--- src/rtl/fetch_stage_pkg.sv ---
// rtl/fetch_stage_pkg.sv - shared constants, IF/ID payload type and PC helper for the fetch stage
package fetch_stage_pkg;

  localparam logic [31:0] FETCH_NOP_INSTR = 32'h0000_0013;
  localparam logic [31:0] FETCH_RESET_PC  = 32'h0000_0000;

  typedef struct packed {
    logic [31:0] pc;
    logic [31:0] pc_four;
    logic [31:0] instr;
    logic        vld;
  } if_id_t;

  function automatic logic [31:0] align_pc(input logic [31:0] addr);
    return {addr[31:2], 2'b00};
  endfunction

endpackage

--- src/rtl/if_id_reg.sv ---
// rtl/if_id_reg.sv - IF/ID pipeline register; bubble outranks hold, reset loads a NOP bubble
module if_id_reg
  import fetch_stage_pkg::*;
#(
  parameter logic [31:0] NOP_INSTR = FETCH_NOP_INSTR
) (
  input  logic   i_clk,
  input  logic   i_reset,
  input  logic   i_hold,
  input  logic   i_bubble,
  input  if_id_t i_d,
  output if_id_t o_q
);

  if_id_t data_q;
  if_id_t data_d;
  if_id_t bubble_val;

  assign bubble_val = '{pc: 32'h0, pc_four: 32'h0, instr: NOP_INSTR, vld: 1'b0};

  always_comb begin
    data_d = data_q;
    if (i_bubble) begin
      data_d = bubble_val;
    end else if (!i_hold) begin
      data_d = i_d;
    end
  end

  always_ff @(posedge i_clk or posedge i_reset) begin
    if (i_reset) begin
      data_q <= bubble_val;
    end else begin
      data_q <= data_d;
    end
  end

  assign o_q = data_q;

endmodule

--- src/rtl/fetch_stage.sv ---
// rtl/fetch_stage.sv - PC register, next-PC mux and IF/ID capture; FETCH_MISALIGN_CHK_EN adds a sticky misaligned-redirect flag
module fetch_stage
  import fetch_stage_pkg::*;
#(
  parameter logic [31:0] RESET_PC  = FETCH_RESET_PC,
  parameter logic [31:0] NOP_INSTR = FETCH_NOP_INSTR
) (
  input  logic        i_clk,
  input  logic        i_reset,
  input  logic        i_stall,
  input  logic        i_redirect,
  input  logic [31:0] i_redirect_pc,
  output logic [31:0] o_imem_addr,
  input  logic [31:0] i_imem_rdata,
  output logic [31:0] o_id_pc,
  output logic [31:0] o_id_pc_four,
  output logic [31:0] o_id_instr,
  output logic        o_id_vld,
  output logic        o_misalign_err
);

  logic [31:0] pc_q;
  logic [31:0] pc_d;
  logic [31:0] pc_plus4;
  if_id_t      if_id_d;
  if_id_t      if_id_q;

  assign pc_plus4 = pc_q + 32'd4;

  // Redirect wins over stall so the wrong-path flush is never lost.
  always_comb begin
    pc_d = pc_q;
    if (i_redirect) begin
      pc_d = align_pc(i_redirect_pc);
    end else if (!i_stall) begin
      pc_d = pc_plus4;
    end
  end

  always_ff @(posedge i_clk or posedge i_reset) begin
    if (i_reset) begin
      pc_q <= RESET_PC;
    end else begin
      pc_q <= pc_d;
    end
  end

  assign if_id_d = '{pc: pc_q, pc_four: pc_plus4, instr: i_imem_rdata, vld: 1'b1};

  if_id_reg #(
    .NOP_INSTR(NOP_INSTR)
  ) u_if_id_reg (
    .i_clk   (i_clk),
    .i_reset (i_reset),
    .i_hold  (i_stall),
    .i_bubble(i_redirect),
    .i_d     (if_id_d),
    .o_q     (if_id_q)
  );

  assign o_imem_addr  = pc_q;
  assign o_id_pc      = if_id_q.pc;
  assign o_id_pc_four = if_id_q.pc_four;
  assign o_id_instr   = if_id_q.instr;
  assign o_id_vld     = if_id_q.vld;

`ifdef FETCH_MISALIGN_CHK_EN
  logic misalign_q;
  logic misalign_d;

  assign misalign_d = misalign_q | (i_redirect & (|i_redirect_pc[1:0]));

  always_ff @(posedge i_clk or posedge i_reset) begin
    if (i_reset) begin
      misalign_q <= 1'b0;
    end else begin
      misalign_q <= misalign_d;
    end
  end

  assign o_misalign_err = misalign_q;
`else
  logic unused_redirect_lsbs;
  assign unused_redirect_lsbs = ^i_redirect_pc[1:0];
  assign o_misalign_err = 1'b0;
`endif

endmodule

--- config.mk ---
export PLATFORM = sky130hd
export DESIGN_NAME = fetch_stage
export DESIGN_NICKNAME = d
export VERILOG_FILES = /design/src/rtl/fetch_stage_pkg.sv /design/src/rtl/if_id_reg.sv /design/src/rtl/fetch_stage.sv
export SDC_FILE = /design/constraint.sdc
export NUM_CORES = 1
export LEC_CHECK = 0
export CAP_MARGIN = 20
export CORE_MARGIN = 5
export CORE_UTILIZATION = 48
export CTS_BUF_LIST = sky130_fd_sc_hd__clkbuf_4
export CTS_CLUSTER_DIAMETER = 40
export DETAILED_ROUTE_END_ITERATION = 6
export HOLD_SLACK_MARGIN = 0.03
export PLACE_DENSITY = 0.89
export SLEW_MARGIN = 20
export SYNTH_ARGS = -nofsm -noshare
export SYNTH_HDL_FRONTEND = slang
export SYNTH_HIERARCHICAL = 1
export SYNTH_SLANG_ARGS = --single-unit
--- constraint.sdc ---
create_clock -name i_clk -period 4.3 [get_ports i_clk]
set_clock_uncertainty 0.1 [all_clocks]
set_input_delay 0.645 -clock i_clk [delete_from_list [all_inputs] [get_ports i_clk]]
set_output_delay 0.645 -clock i_clk [all_outputs]
set_load 0.02 [all_outputs]
**Word-level counts from Yosys, hierarchy flattened**

Index checks and enable logic that the tools add are counted.

- Shift operators: 0
- Bitwise logic cells: 0
- Muxes and demuxes: 4
- $mul: 0
- Divide/modulo/power cells: 0
- $add $sub $neg: 1
- $lt $le $gt $ge: 0
- Equal/unequal tests: 1
- Reduce and logical (&&, ||, !) cells: 0

Operators with widths:

| operator | number |
|---|---|
| 97-bit 2-to-1 mux | 2 |
| 32-bit 2-to-1 mux | 2 |
| 32-bit by 3-bit adder with 32-bit output (second input constant) | 1 |
| 2-bit by 1-bit != test with 1-bit output (second input constant) | 1 |

- Flip-flop bits (word level): 129
- Bits in read-only memories: 0
- Bits in latches: 0
- Bits in writable memories: 0
- Memories kept: 0
- Output and inout bits: 130
- Input port bits: 68

**Depth between registers and ports, before layout**

- Word-level depth: 3
- Mapped depth: 9

**Cells and area by module**

The synthesis kept the hierarchy.

Modules (own cells, without submodules):

| module | cells each | area an instance (um2) | sequential area each (um2) | instances |
|---|---|---|---|---|
| if_id_reg | 314 | 3933.8 | 2431.1 | 1 |
| fetch_stage | 288 | 2346.0 | 750.7 | 1 |

**Worst setup path after synthesis**

No wires, ideal clock.

- Kind: register to register
- Start point: register pc_q[2] (netlist: o_imem_addr[2])
- End point: register u_if_id_reg.data_q, in the netlist u_if_id_reg/o_q[57]
- Arrival: 2.155 ns
- Slack: 1.913 ns
- Required time: 4.068 ns
- Path buffers: 0
- Stages on the path, launching flop included: 8
- Cells stage by stage: dfrtp_1 -> ha_1 -> nand4_1 -> nor4_2 -> nor4b_1 -> xor2_1 -> mux2i_1 -> nor2_1

- Longest elaborated chain between the ends: 3

RTL lines:

| what | line | source |
|---|---|---|
| from (decl) | fetch_stage.sv:22 | `logic [31:0] pc_q;` |
| from (signal assigned) | fetch_stage.sv:44 | `pc_q <= pc_d;` |
| 32-bit by 3-bit adder with 32-bit output | fetch_stage.sv:28 | `assign pc_plus4 = pc_q + 32'd4;` |
| via pc_plus4[24] | fetch_stage.sv:24 | `logic [31:0] pc_plus4;` |
| 97-bit 2-to-1 mux | if_id_reg.sv:25 | `end else if (!i_hold) begin` |
| 97-bit 2-to-1 mux | if_id_reg.sv:23 | `if (i_bubble) begin` |
| to (signal assigned) | if_id_reg.sv:32 | `data_q <= bubble_val;` |
| to (signal assigned) | if_id_reg.sv:34 | `data_q <= data_d;` |
| to (decl) | if_id_reg.sv:15 | `if_id_t data_q;` |

The timed path passes the listed nets, and every way through them passes these cells. The select of a mux whose other input is x is not followed.
A chain may end at the register's enable or synchronous reset.

**Worst setup path in the final report**

Same ends and word-level chain as after synthesis.

==> impl_metrics.json <==
{
  "synth_top_family_by_area": "simple AND/OR/NAND/NOR gates",
  "avgSynthCellArea_um2": 10.4,
  "antenna_left": 0,
  "period_minus_slack_ps": 2880,
  "fp.coreArea_mm2": 0.0127,
  "yosys.area.top_type_share_pct": 49.4,
  "n_antenna_cell": 0,
  "cts_resized": 0,
  "fin_tns_setup_ps": 0,
  "synth_cells": 602,
  "relSlewSlack_pct": 33.4,
  "cts_num_sinks": 127,
  "grt_usage_pct": 22.6,
  "dp_cells": 930,
  "worstHoldStart": "u_if_id_reg/o_q[22]",
  "yosys-mux-area-fraction_pct": 15.1,
  "grt_remaining_overflow": 0,
  "holdPathStages": 2,
  "p_leak_nw": 3.70,
  "ir_worst_vdd_v": 0.000223,
  "layout.nets": 846,
  "synth-seq-area-share_pct": 50.7,
  "cp.required_ps": 4680,
  "period_share_pct": 67.0,
  "dieArea_mm2": 0.0155,
  "via_count": 5280,
  "hold_viol_final": 0,
  "mostFrequentLayoutCells": "190 x clkdlybuf4s50_1, 124 x dfrtp_1, 117 x nor2_1, 95 x mux2i_1, 32 x nand2_1",
  "postCtsSetupBuffers": 0,
  "io_pins": 198,
  "rsz0062_at_grt": "no",
  "io_buffers": 192,
  "cp-end-kind": "flop",
  "initial_core_util_pct": 49.4,
  "reg2reg_depth": 7,
  "outcome": "finished clean",
  "die_w_um": 124,
  "netlist_top_cells_area": "dfrtp_1 49%, mux2i_1 15%, nor2_1 7.0%",
  "yosysUniqueCellTypes": 45,
  "grt_pass1_wl_um": 28500,
  "rows": 41,
  "clock_path_buffers": 2,
  "die_height_um": 124,
  "cts_tree": "yes",
  "synth_xor_area_share_pct": 5.30,
  "maxSlewViolCount": 0,
  "max_freq_mhz": 347,
  "maxCapViolations": 0,
  "detailed_place_hpwl_um": 12300,
  "via_per_inst": 5.49,
  "cts_buffers": 17,
  "worstMarginPinSlew_ps": 991,
  "arrival_ps": 3260,
  "grt_max_degree": 79,
  "routed_wirelength_um": 17500,
  "cts_root_buffer": "clkbuf_4",
  "cp_max_fo": 9,
  "ys_seq_elements": 127,
  "synthArstFlopShare_pct": 100,
  "startpoint": "o_imem_addr[2]",
  "drt_iter0_drc": 423,
  "synth_compound_area_share_pct": 5.08,
  "clk_latency_ps": 550,
  "final-setup-viol-count": 0,
  "start_kind": "flop",
  "cts_max_level": 4,
  "drive_above_1_share_pct": 5.82,
  "synth_flop_cell": "dfrtp_1",
  "synth_edf_count": 0,
  "stdcell_count": 962,
  "cts_hold_buf": 0,
  "regToRegStartpoint": "o_imem_addr[2]",
  "yosys_warnings": 6,
  "globalplace.congestion": 0.857,
  "synth_fa_ha_area_share_pct": 0.199,
  "first_pass_iters": 5,
  "antenna_found_initial": 1,
  "grt_pass1_vias": 5274,
  "synthSimpleGateAreaFrac_pct": 18.6,
  "wl_per_cell_um": 18.2,
  "crit_type": "reg2reg",
  "netlist_area_mm2": 0.00628,
  "p_per_area_mw_per_mm2": 322,
  "layout_commonest_cell": "clkdlybuf4s50_1",
  "yosysTopAreaCell": "dfrtp_1",
  "drc": 0,
  "clkTransAtPathRegs_ps": 100,
  "hp-class": "reg2reg",
  "area_growth_pct": 33.8
}
[worst max-delay path: stages (launching register included)]
cell and delay [ps]:
dfrtp_1 510, ha_1 310, nand4_1 240, nor4_2 870, nor4b_1 390, xor2_1 190
mux2i_1 90, nor2_1 110
[registers in the layout, indices dropped and copies added, names as in the netlist]
register	count
o_imem_addr	30
u_if_id_reg/o_q	97
[cells in the mapped netlist, types with 2 or more instances]
library cell	number
dfrtp_1	124
and4_1	5
nor2b_1	5
or4_1	15
buf_8	4
or4_4	2
mux2i_1	95
a211o_1	3
nor2_1	117
inv_1	7
buf_1	2
and3_1	2
nand3_1	13
nor3_1	7
conb_1	2
buf_4	12
buf_2	9
or3_1	6
o21ai_0	17
clkbuf_1	17
xor2_1	19
nand4_1	12
o31ai_1	10
nand2_1	32
a31oi_1	15
dfstp_2	3
nor4_1	11
xnor2_1	19
[through the flow]
step	total power, mW	utilization (%)	instance area (um2)	hold slack, ps	worst slack [ps]
after floorplan	1.75	-	6300	536	1030
after global placement	2.04	64.4	8190	404	1520
after detailed placement	2.07	64.4	8190	411	1460
after CTS	2.74	66.0	8400	433	1420
after global routing	2.85	66.1	8400	462	1220
final	2.71	66.1	8400	429	1420
[routing by layer]
metal	routed length (um)	track usage (%)	up-vias
li1	-	-	2442
met1	7280	29.3	2586
met2	8450	36.2	221
met3	1360	6.90	29
met4	364	7.74	2
met5	13	0	-
[worst paths after layout]
path                                             to  slack [ps]
worst min-delay path            u_if_id_reg/o_q[22]         430
worst max register to register  u_if_id_reg/o_q[57]        1420
max in group asynchronous       u_if_id_reg/o_q[86]        2790
worst max-delay path            u_if_id_reg/o_q[57]        1420
min in group asynchronous           o_imem_addr[19]         500
worst min register to register  u_if_id_reg/o_q[22]         430
[power breakdown]
part / total [mW] / internal [mW] / switching, mW / leakage, nW
Combinational: 0.650 / 0.312 / 0.338 / 1.95
Clock: 0.663 / 0.247 / 0.416 / 0.127
Sequential: 1.39 / 1.28 / 0.112 / 1.62
[cell families after synthesis]
kind of cell,count (synthesis)
buffers and inverters,53
AOI/OAI and AO/OA,50
other,2
muxes,95
adders and majority gates,1
and+or+nand+nor,236
xor gates and xnor gates,38
DFF,127
[cell type report]
| cell class | count | area [um2] |
|---|---|---|
| well taps | 172 | 215 |
| clock inverters | 10 | 47.5 |
| repair buffers | 196 | 1950 |
| flip-flops and latches | 127 | 3180 |
| multi-input cells | 428 | 2810 |
| fillers | 1003 | 4320 |
| clock buffers | 22 | 165 |
| inverters | 7 | 31.3 |
Power figures use the tool's default switching activity.
